[config.mk]
export PLATFORM = sky130hd
export DESIGN_NAME = mod_n_down_counter
export DESIGN_NICKNAME = d
export VERILOG_FILES = /design/src/rtl/mod_n_pkg.sv /design/src/rtl/mod_n_down_stage.sv /design/src/rtl/mod_n_down_counter.sv
export SDC_FILE = /design/constraint.sdc
export NUM_CORES = 1
export LEC_CHECK = 0
export ABC_AREA = 1
export ABC_CLOCK_PERIOD_IN_PS = 1420
export CORE_MARGIN = 2
export CORE_UTILIZATION = 30
export CTS_CLUSTER_SIZE = 30
export DETAILED_ROUTE_END_ITERATION = 10
export GPL_ROUTABILITY_DRIVEN = 0
export HOLD_SLACK_MARGIN = 0.06
export PLACE_DENSITY = 0.58
export SYNTH_ARGS = -nofsm -noshare
export SYNTH_HDL_FRONTEND = slang
export SYNTH_SLANG_ARGS = --single-unit
[constraint.sdc]
create_clock -name clk -period 1.42 [get_ports clk]
set_input_delay 0.426 -clock clk [delete_from_list [all_inputs] [get_ports clk]]
set_output_delay 0.426 -clock clk [all_outputs]
set_load 0.005 [all_outputs]
[src/rtl/mod_n_pkg.sv]
// Shared helpers for the cascaded mod-N down counter.
// Width and digit-limit functions used by the top and each stage.
package mod_n_pkg;

  localparam int unsigned DEF_N = 10;
  localparam int unsigned DEF_STAGES = 2;

  function automatic int unsigned width_of(input int unsigned n);
    int unsigned w;
    w = 1;
    while ((1 << w) < n) w++;
    return w;
  endfunction

  function automatic int unsigned digit_max(input int unsigned n);
    return n - 1;
  endfunction

endpackage

[src/rtl/mod_n_down_stage.sv]
// One mod-N digit of the down counter with borrow in/out.
// Loads saturate to N-1 so the digit never leaves 0..N-1.
module mod_n_down_stage
  import mod_n_pkg::*;
#(
  parameter int unsigned N = DEF_N,
  parameter int unsigned W = width_of(DEF_N)
) (
  input  logic         clk,
  input  logic         rst_n,
  input  logic         load,
  input  logic [W-1:0] load_digit,
  input  logic         borrow_in,
  output logic [W-1:0] q_digit,
  output logic         is_zero,
  output logic         borrow_out
);

  localparam logic [W-1:0] MAX = W'(digit_max(N));

  logic [W-1:0] sat_digit;

  assign sat_digit  = (load_digit > MAX) ? MAX : load_digit;
  assign is_zero    = (q_digit == '0);
  assign borrow_out = borrow_in & is_zero;

  always_ff @(posedge clk or negedge rst_n) begin
    if (!rst_n) begin
      q_digit <= '0;
    end else if (load) begin
      q_digit <= sat_digit;
    end else if (borrow_in) begin
      q_digit <= is_zero ? MAX : q_digit - 1'b1;
    end
  end

endmodule

[src/rtl/mod_n_down_counter.sv]
// Cascaded loadable mod-N down counter with terminal count and
// a registered one-cycle underflow pulse on the all-zero wrap.
module mod_n_down_counter
  import mod_n_pkg::*;
#(
  parameter int unsigned N      = DEF_N,
  parameter int unsigned STAGES = DEF_STAGES
) (
  input  logic                            clk,
  input  logic                            rst_n,
  input  logic                            en,
  input  logic                            load,
  input  logic                            one_shot,
  input  logic [STAGES*width_of(N)-1:0]   load_val,
  output logic [STAGES*width_of(N)-1:0]   q,
  output logic                            tc,
  output logic                            underflow
);

  localparam int unsigned W = width_of(N);

  logic [STAGES:0]   borrow;
  logic [STAGES-1:0] zero;
  logic              all_zero;

  assign all_zero  = &zero;
  assign tc        = all_zero;
  // one-shot mode blocks the borrow so an all-zero count holds
  assign borrow[0] = en & ~(all_zero & one_shot);

  for (genvar k = 0; k < STAGES; k++) begin : g_stage
    mod_n_down_stage #(
      .N (N),
      .W (W)
    ) u_stage (
      .clk        (clk),
      .rst_n      (rst_n),
      .load       (load),
      .load_digit (load_val[k*W +: W]),
      .borrow_in  (borrow[k]),
      .q_digit    (q[k*W +: W]),
      .is_zero    (zero[k]),
      .borrow_out (borrow[k+1])
    );
  end

  always_ff @(posedge clk or negedge rst_n) begin
    if (!rst_n) begin
      underflow <= 1'b0;
    end else begin
      underflow <= ~load & borrow[STAGES];
    end
  end

endmodule

---- Word-level counts from Yosys, hierarchy flattened ----
Cells that the tools add are included.
operators by class
  add/sub/neg operators ................... 2
  magnitude comparators ................... 2
  multiplexer cells ....................... 8
  bitwise operators ....................... 7
  reduce and logical (&&, ||, !) cells .... 5
operators by type and width
  kind                   count
  $mux W4                8
  $gt A4 B4 Y1 const B   2
  $logic_not A4 Y1       2
  $sub A4 B1 Y4 const B  2
  $and A1 B1 Y1          5
  $reduce_bool A2 Y1     2
  $not A1 Y1             2
  $reduce_and A2 Y1      1
storage, ports and cells
  register bits after elaboration ......... 9
  input bits .............................. 13
  output and inout bits ................... 10
  logic and storage cells ................. 27

---- Logic depth before layout (Yosys ltp) ----
Gate-level depths: netlist of the first run.
  depth in word-level cells ............... 8
  gate-level depth with buffers ........... 8
  gate-level depth less buffers ........... 8

---- Cells and area by module ----
From an unflattened synthesis of the first run, not the netlist that was laid out.
unflattened totals
  cells, all modules ...................... 94
  area, all modules ....................... 600.6 um^2
by module, submodules not included
  module              times used  cells each  area each (um^2)
  mod_n_down_stage    2           43          274.0
  mod_n_down_counter  1           8           52.6

---- Worst setup path after synthesis of the first run ----
No wires, ideal clock.
  kind .................................... register -> output
  start point ............................. register g_stage[1].u_stage.q_digit[1]
  end point ............................... output port tc
  arrival time ............................ 0.798 ns
  required time ........................... 0.994 ns
  slack ................................... 0.196 ns
  stages on the path, launching flop included .. 4
  path through ............................ dfrtp_1 -> nor2_4 -> nand2_2 -> nor2_4
on the way
  longest elaborated chain between the ends .. 2
ends and longest elaborated chain
  element                   RTL line                  text
  start: declaration        mod_n_down_stage.sv:14    output logic [W-1:0] q_digit,
  start signal: assignment  mod_n_down_stage.sv:31    q_digit <= sat_digit;
  start signal: assignment  mod_n_down_stage.sv:33    q_digit <= is_zero ? MAX : q_digit - 1'b1;
  $logic_not A4 Y1          mod_n_down_stage.sv:24    assign is_zero = (q_digit == '0);
  $reduce_and A2 Y1         mod_n_down_counter.sv:26  assign all_zero = &zero;
  end: declaration          mod_n_down_counter.sv:16  output logic tc,
Every way passes these cells.

---- Final worst setup path of the first run ----
Ends and elaborated chain as after synthesis.

==> results of run 1 <==
==> cell usage after synthesis <==
library cell   n  area share [%]
nand2_1       30              18
nand3_1       11             8.7
dfrtp_1        9              36
inv_1          7             4.2
nor2_1         6             3.6
o21ai_0        6             4.8
nand2_2        4             4.0
nor2_4         3             5.4
a22oi_1        2             2.4
nand2_4        2             3.6
xor2_1         2             2.8
a21oi_1        1            0.79
buf_2          1            0.79
buf_4          1             1.2
nand4_1        1            0.99
o211ai_1       1             1.2
o211ai_2       1             2.0
==> sequential cells by signal, indices dropped and copies added, names as in the netlist <==
name                     flops
underflow                    1
g_stage.u_stage.q_digit      8
==> layer usage <==
metal	share of wire (%)	routed length, µm
met1	42	794
met2	52	994
met3	4.1	79
met4	1.9	37
met5	0	0
==> worst reg2reg max path, cell delays in order (launching register included) <==
cell and delay, ns:
dfrtp_1 0.39, buf_6 0.12, nor2_4 0.09, nand2_2 0.08
nor2_4 0.08, buf_4 0.10, buf_4 0.09, buf_4 0.10
nand2_2 0.05, nand2_4 0.10, nand2_4 0.07, nand2_2 0.05
nand2_1 0.05
==> final cells by class <==
cell class	instances	share of cell area, %
timing repair buffer	56	40.2
inverter	7	2.20
sequential	9	18.8
multi-input combinational	70	33.7
clock buffer	4	2.20
tap	27	2.83
==> per-stage QoR <==
step | hold WS, ns | instances | setup slack, ns | power (µW) | util [%]
floorplan | 0.130 | 88 | 0.196 | 607 | -
global placement | 0.607 | 159 | -0.222 | 964 | 54.2
detailed placement | 0.611 | 159 | -0.225 | 968 | 54.2
CTS | 0.488 | 172 | -0.138 | 1260 | 59.4
global route | 0.503 | 173 | -0.188 | 1390 | 60.9
finish | 0.477 | 173 | -0.126 | 1290 | 60.9
==> cell families (layout without fill, tap and decap cells) <==
logic type,count (synthesis),count (layout)
flip-flops,9,9
AO/OA/AOI/OAI,11,11
AND/OR/NAND/NOR,57,57
buffers and inverters,9,67
XOR/XNOR,2,2
==> what timing repair did <==
| item | 4_1_cts | 5_1_grt |
|---|---|---|
| pin swaps | 4 | 4 |
| setup buffers | 10 | 4 |
| gates resized for setup | 34 | 17 |
| endpoints found under the setup margin | 10 | 14 |
| hold buffers | 0 | 0 |
==> power groups by stage <==
stage / clock network [µW] / logic [µW] / registers, µW
floorplan: 0 / 229 / 378
global placement: 0 / 615 / 348
detailed placement: 0 / 619 / 349
CTS: 205 / 708 / 347
global route: 224 / 812 / 354
finish: 201 / 743 / 349
==> worst min-delay path by stage <==
stage                                                    startpoint                                        end  slack (ns)  cells after the start
after floorplan                                               rst_n  g_stage[0].u_stage.q_digit[0]$_DFFE_PN0P_        0.13                      0
after global placement    g_stage[1].u_stage.q_digit[2]$_DFFE_PN0P_  g_stage[1].u_stage.q_digit[2]$_DFFE_PN0P_        0.61                      3
after detailed placement  g_stage[1].u_stage.q_digit[2]$_DFFE_PN0P_  g_stage[1].u_stage.q_digit[2]$_DFFE_PN0P_        0.61                      3
after CTS                                                     rst_n  g_stage[1].u_stage.q_digit[3]$_DFFE_PN0P_        0.49                      1
after global routing                                          rst_n  g_stage[1].u_stage.q_digit[2]$_DFFE_PN0P_        0.50                      1
final                                                         rst_n  g_stage[1].u_stage.q_digit[0]$_DFFE_PN0P_        0.48                      1
==> results.sh, run 1 <==
export IMPL_h_tree_depth=1
export IMPL_cp_end_kind="output pin"
export IMPL_min_period_over_period_pct=109
export IMPL_required_ns=0.99
export IMPL_routed_via_count=790
export IMPL_cts_clk_slew_worst_paths_ns=0.06
export IMPL_port_buffer_count=22
export IMPL_violations="setup timing"
export IMPL_ff2ff_setup_slack_ns=-0.05
export IMPL_postLayoutCellArea_um2=1190
export IMPL_drive_gt1_share_pct=43.8
export IMPL_regArea_um2=225
export IMPL_layout_nets=160
export IMPL_vias_per_cell=4.57
export IMPL_routed_wl_um=1910
export IMPL_drc=0
export IMPL_rows=16
export IMPL_area_growth_pct=89.9
export IMPL_coreArea_um2=1960
export IMPL_firstDrtPassIters=4
export IMPL_pin_count=23
export IMPL_n_antenna_cell=0
export IMPL_slowest_stage="dfrtp_1"
export IMPL_yosys_warnings=0
export IMPL_rsz0062_at_grt="true"
export IMPL_critPathMaxFanout=2
export IMPL_hold_path_class="in -> async"
export IMPL_peakVddDrop_uv=860
export IMPL_synth_mux_area_share_pct=0
export IMPL_p_switching_uw=458
export IMPL_final_cell_mix="nand2_1 (26), buf_4 (26), clkdlybuf4s50_1 (12)"
export IMPL_ys_seq_elements=9
export IMPL_clock_path_buffers=2
export IMPL_start_util_pct=32.1
export IMPL_leakage_uw=0.000624
export IMPL_drtAntennaViolNets=0
export IMPL_worstPathArrival_ns=1.12
export IMPL_setup_ws_ns=-0.126
export IMPL_post_synth_num_cell_types=17
export IMPL_cts_root_buf="clkbuf_4"
export IMPL_wl_per_cell_um=11.0
export IMPL_grt_use_total_pct=17.3
export IMPL_die_w_um=49.8
export IMPL_post_synth_instance_area_um2=629
export IMPL_synth_compound_area_share_pct=11.1
export IMPL_cts_tree="built"
export IMPL_cts_sinks=9
export IMPL_ys_seq_area_share_pct=35.8
export IMPL_worst_pin_slew_ns=0.452
export IMPL_syn_avg_cell_area_um2=7.15
export IMPL_crit_start="g_stage[1].u_stage.q_digit[1]$_DFFE_PN0P_"
export IMPL_die_y_um=49.8
export IMPL_cp_num_buf_inv=2
export IMPL_drtIter0Drc=9
export IMPL_use_met3_pct=2.73
export IMPL_r2r_cells=12
export IMPL_synthSimpleGateAreaFrac_pct=44.1
export IMPL_status="finished, violations left"
export IMPL_relSlewSlack_pct=69.8
export IMPL_skew_ns=0.00233
export IMPL_critical_path_class="reg -> out"
export IMPL_numCtsBuffers=3
export IMPL_cp_start_kind="flop"
export IMPL_cp_cell_sequence="buf_6 -> nor2_4 -> nand2_2 -> nor2_4 -> buf_2"
export IMPL_grt_max_degree=17
export IMPL_fin_crit_ns=1.55
export IMPL_p_clk_share_pct=15.5
export IMPL_cp_depth=5
export IMPL_internal_power_uw=835
export IMPL_gr_usage_met2_pct=32.2
export IMPL_r2r_start="g_stage[1].u_stage.q_digit[1]$_DFFE_PN0P_"
export IMPL_path_common_cell="nor2_4"
export IMPL_maxSlewViolCount=0
export IMPL_cellPowerDensity_nw_per_um2=1080
export IMPL_gr_total_overflow=0
export IMPL_sequentialPowerShare_pct=27.0
export IMPL_die_area_um2=2480
export IMPL_synth_xor_area_share_pct=2.78
export IMPL_clock_latency_ns=0.26
export IMPL_antenna_found_initial=0
export IMPL_hpwlAfterDp_um=1380
export IMPL_final_setup_viol_count=6
export IMPL_placedInstanceArea_um2=1060
export IMPL_finalSetupTns_ns=-0.304
export IMPL_synthAdderAreaFrac_pct=0
export IMPL_final_fill_count=185
export IMPL_p_sw_share_pct=35.4
export IMPL_r2r_end="g_stage[0].u_stage.q_digit[3]$_DFFE_PN0P_"
export IMPL_fmax_mhz=647
export IMPL_gr_usage_met1_pct=18.8
export IMPL_synth_cells=88
export IMPL_final_hold_violation_count=0
export IMPL_pwr_share_comb_pct=57.5
export IMPL_multi_input_area_um2=403
export IMPL_max_cap_violations=0
export IMPL_synth_top_family_by_area="simple AND/OR/NAND/NOR gates"
export IMPL_syn_nets=101
export IMPL_grt_pass1_wl_um=3200
export IMPL_top_usage_layer="met2"
export IMPL_crit_end="tc"
export IMPL_crit_family="flip-flops"
export IMPL_grt_pass1_vias=750
export IMPL_critPathMaxStageDelay_ns=0.39
Note: power is estimated with default switching activity, not from simulation.
==> run 2: changes to the inputs <==
--- a/config.mk
+++ b/config.mk
@@ -7,7 +7,6 @@
 export LEC_CHECK = 0
 export ABC_AREA = 1
 export ABC_CLOCK_PERIOD_IN_PS = 1420
-export CORE_MARGIN = 2
 export CORE_UTILIZATION = 30
 export CTS_CLUSTER_SIZE = 30
 export DETAILED_ROUTE_END_ITERATION = 10
==> results.sh, run 2 (synthesis gave the netlist of run 1 again) <==
export IMPL_status="finished, violations left"
export IMPL_violations="setup timing"
export IMPL_power_uw=1260
export IMPL_coreArea_um2=1960
export IMPL_antenna_found_initial=0
export IMPL_numCtsBuffers=3
export IMPL_worst_pin_slew_ns=0.467
export IMPL_routed_via_count=802
export IMPL_die_w_um=47.8
export IMPL_peakVddDrop_uv=788
export IMPL_skew_ns=0.00593
export IMPL_r2r_end="g_stage[1].u_stage.q_digit[3]$_DFFE_PN0P_"
export IMPL_final_hold_violation_count=0
export IMPL_critical_path_class="reg -> out"
export IMPL_die_y_um=47.8
export IMPL_final_cell_mix="nand2_1 (30), buf_4 (24), clkdlybuf4s50_1 (12)"
export IMPL_largest_reg_flops=8
export IMPL_hpwlAfterDp_um=1330
export IMPL_cts_hold_buf=0
export IMPL_maxSlewViolCount=0
export IMPL_start_util_pct=32.1
export IMPL_worstPathArrival_ns=1.12
export IMPL_cts_sinks=9
export IMPL_layout_nets=159
export IMPL_pin_count=23
export IMPL_grt_max_degree=15
export IMPL_cellPowerDensity_nw_per_um2=1100
export IMPL_drtAntennaViolNets=0
export IMPL_setup_ws_ns=-0.130
export IMPL_cp_start_kind="flop"
export IMPL_area_growth_pct=82.7
export IMPL_hold_path_class="in -> async"
export IMPL_r2r_start="g_stage[1].u_stage.q_digit[3]$_DFFE_PN0P_"
export IMPL_grt_use_total_pct=18.8
export IMPL_pre_cts_ws_ns=-0.235
export IMPL_firstDrtPassIters=4
export IMPL_gr_total_overflow=0
export IMPL_min_period_over_period_pct=109
export IMPL_regArea_um2=225
export IMPL_port_buffer_count=22
export IMPL_grt_pass1_wl_um=2950
export IMPL_relSlewSlack_pct=68.8
export IMPL_leakage_uw=0.000610
export IMPL_drtIter0Drc=8
export IMPL_wl_per_cell_um=10.8
export IMPL_rsz0062_at_grt="true"
export IMPL_die_area_um2=2280
export IMPL_required_ns=0.99
export IMPL_final_fill_count=208
export IMPL_h_tree_depth=1
export IMPL_fin_crit_ns=1.55
export IMPL_rows=16
export IMPL_cts_clk_slew_worst_paths_ns=0.06
export IMPL_stdcell_count=172
export IMPL_vias_per_cell=4.66
export IMPL_cp_end_kind="output pin"
export IMPL_clock_latency_ns=0.26
export IMPL_routed_wl_um=1850
export IMPL_largestRegisters="g_stage.u_stage.q_digit (8), underflow (1)"
export IMPL_ff2ff_setup_slack_ns=-0.05
export IMPL_max_cap_violations=0
export IMPL_grt_pass1_vias=748
export IMPL_final_setup_viol_count=6
export IMPL_cts_root_buf="clkbuf_4"
export IMPL_r2r_cells=8
export IMPL_top_register="g_stage.u_stage.q_digit"
export IMPL_cts_tree="built"
export IMPL_critPathMaxFanout=2
export IMPL_mostFrequentLayoutCell="nand2_1"
export IMPL_finalSetupTns_ns=-0.246
export IMPL_fmax_mhz=645
export IMPL_multi_input_area_um2=377
export IMPL_dp_cells=160
export IMPL_drive_gt1_share_pct=39.3
export IMPL_clock_path_buffers=2
export IMPL_n_antenna_cell=0
export IMPL_drc=0
-- run 2: cell count changes in the layout (fill, tap and decap cells not counted), moves of 2 or more --
cell     delta
buf_2       +2
buf_4       -2
nand2_1     +4
nand2_2     -4
-- run 2: where the power goes --
group	leakage, µW	total [µW]	switching [µW]	internal, µW
logic	0.000482	699	299	400
registers	0.000113	359	50.7	308
clock network	0.0000150	203	94.1	108
-- run 2: worst max path at each step --
stage                                              start  end  slack [ns]  depth (start not counted)
2_1_floorplan  g_stage[1].u_stage.q_digit[1]$_DFFE_PN0P_   tc        0.20                          3
3_3_place_gp   g_stage[1].u_stage.q_digit[2]$_DFFE_PN0P_   tc       -0.22                          4
3_5_place_dp   g_stage[1].u_stage.q_digit[2]$_DFFE_PN0P_   tc       -0.24                          4
4_1_cts        g_stage[1].u_stage.q_digit[0]$_DFFE_PN0P_   tc       -0.13                          4
5_1_grt        g_stage[1].u_stage.q_digit[3]$_DFFE_PN0P_   tc       -0.20                          4
6_report       g_stage[1].u_stage.q_digit[3]$_DFFE_PN0P_   tc       -0.13                          4
-- run 2: what timing repair did --
action / 4_1_cts / 5_1_grt
endpoints found under the hold margin: 0 / 0
setup endpoints to repair: 10 / 11
buffers inserted: 7 / 3
pin swaps: 1 / 6
gates resized for setup: 41 / 7
-- run 2: area by class of cell --
class	instances	share of cell area [%]
clock buffers	4	2.29
well taps	27	2.94
inverters	7	2.29
flip-flops and latches	9	19.6
multi-input cells	70	32.8
repair buffers	55	40.2
-- run 2: critical path: stages (launching register included) --
cell and delay, ns:
dfrtp_1 0.40, nor2_2 0.16, nand2_2 0.09, nor2_4 0.10, buf_2 0.11
-- run 2: per-stage QoR --
step / hold WS (ns) / cell area [µm²] / util, %
2_1_floorplan: 0.130 / 629 / -
3_3_place_gp: 0.611 / 1060 / 54.0
3_5_place_dp: 0.604 / 1060 / 54.0
4_1_cts: 0.480 / 1160 / 59.1
5_1_grt: 0.491 / 1150 / 58.6
6_report: 0.479 / 1150 / 58.6
-- run 2: per-layer routing --
layer | track usage, % | part of all wire [%]
met1 | 21.1 | 42
met5 | 0 | 0
met4 | 11.7 | 3.5
met3 | 2.64 | 6.2
met2 | 33.2 | 48
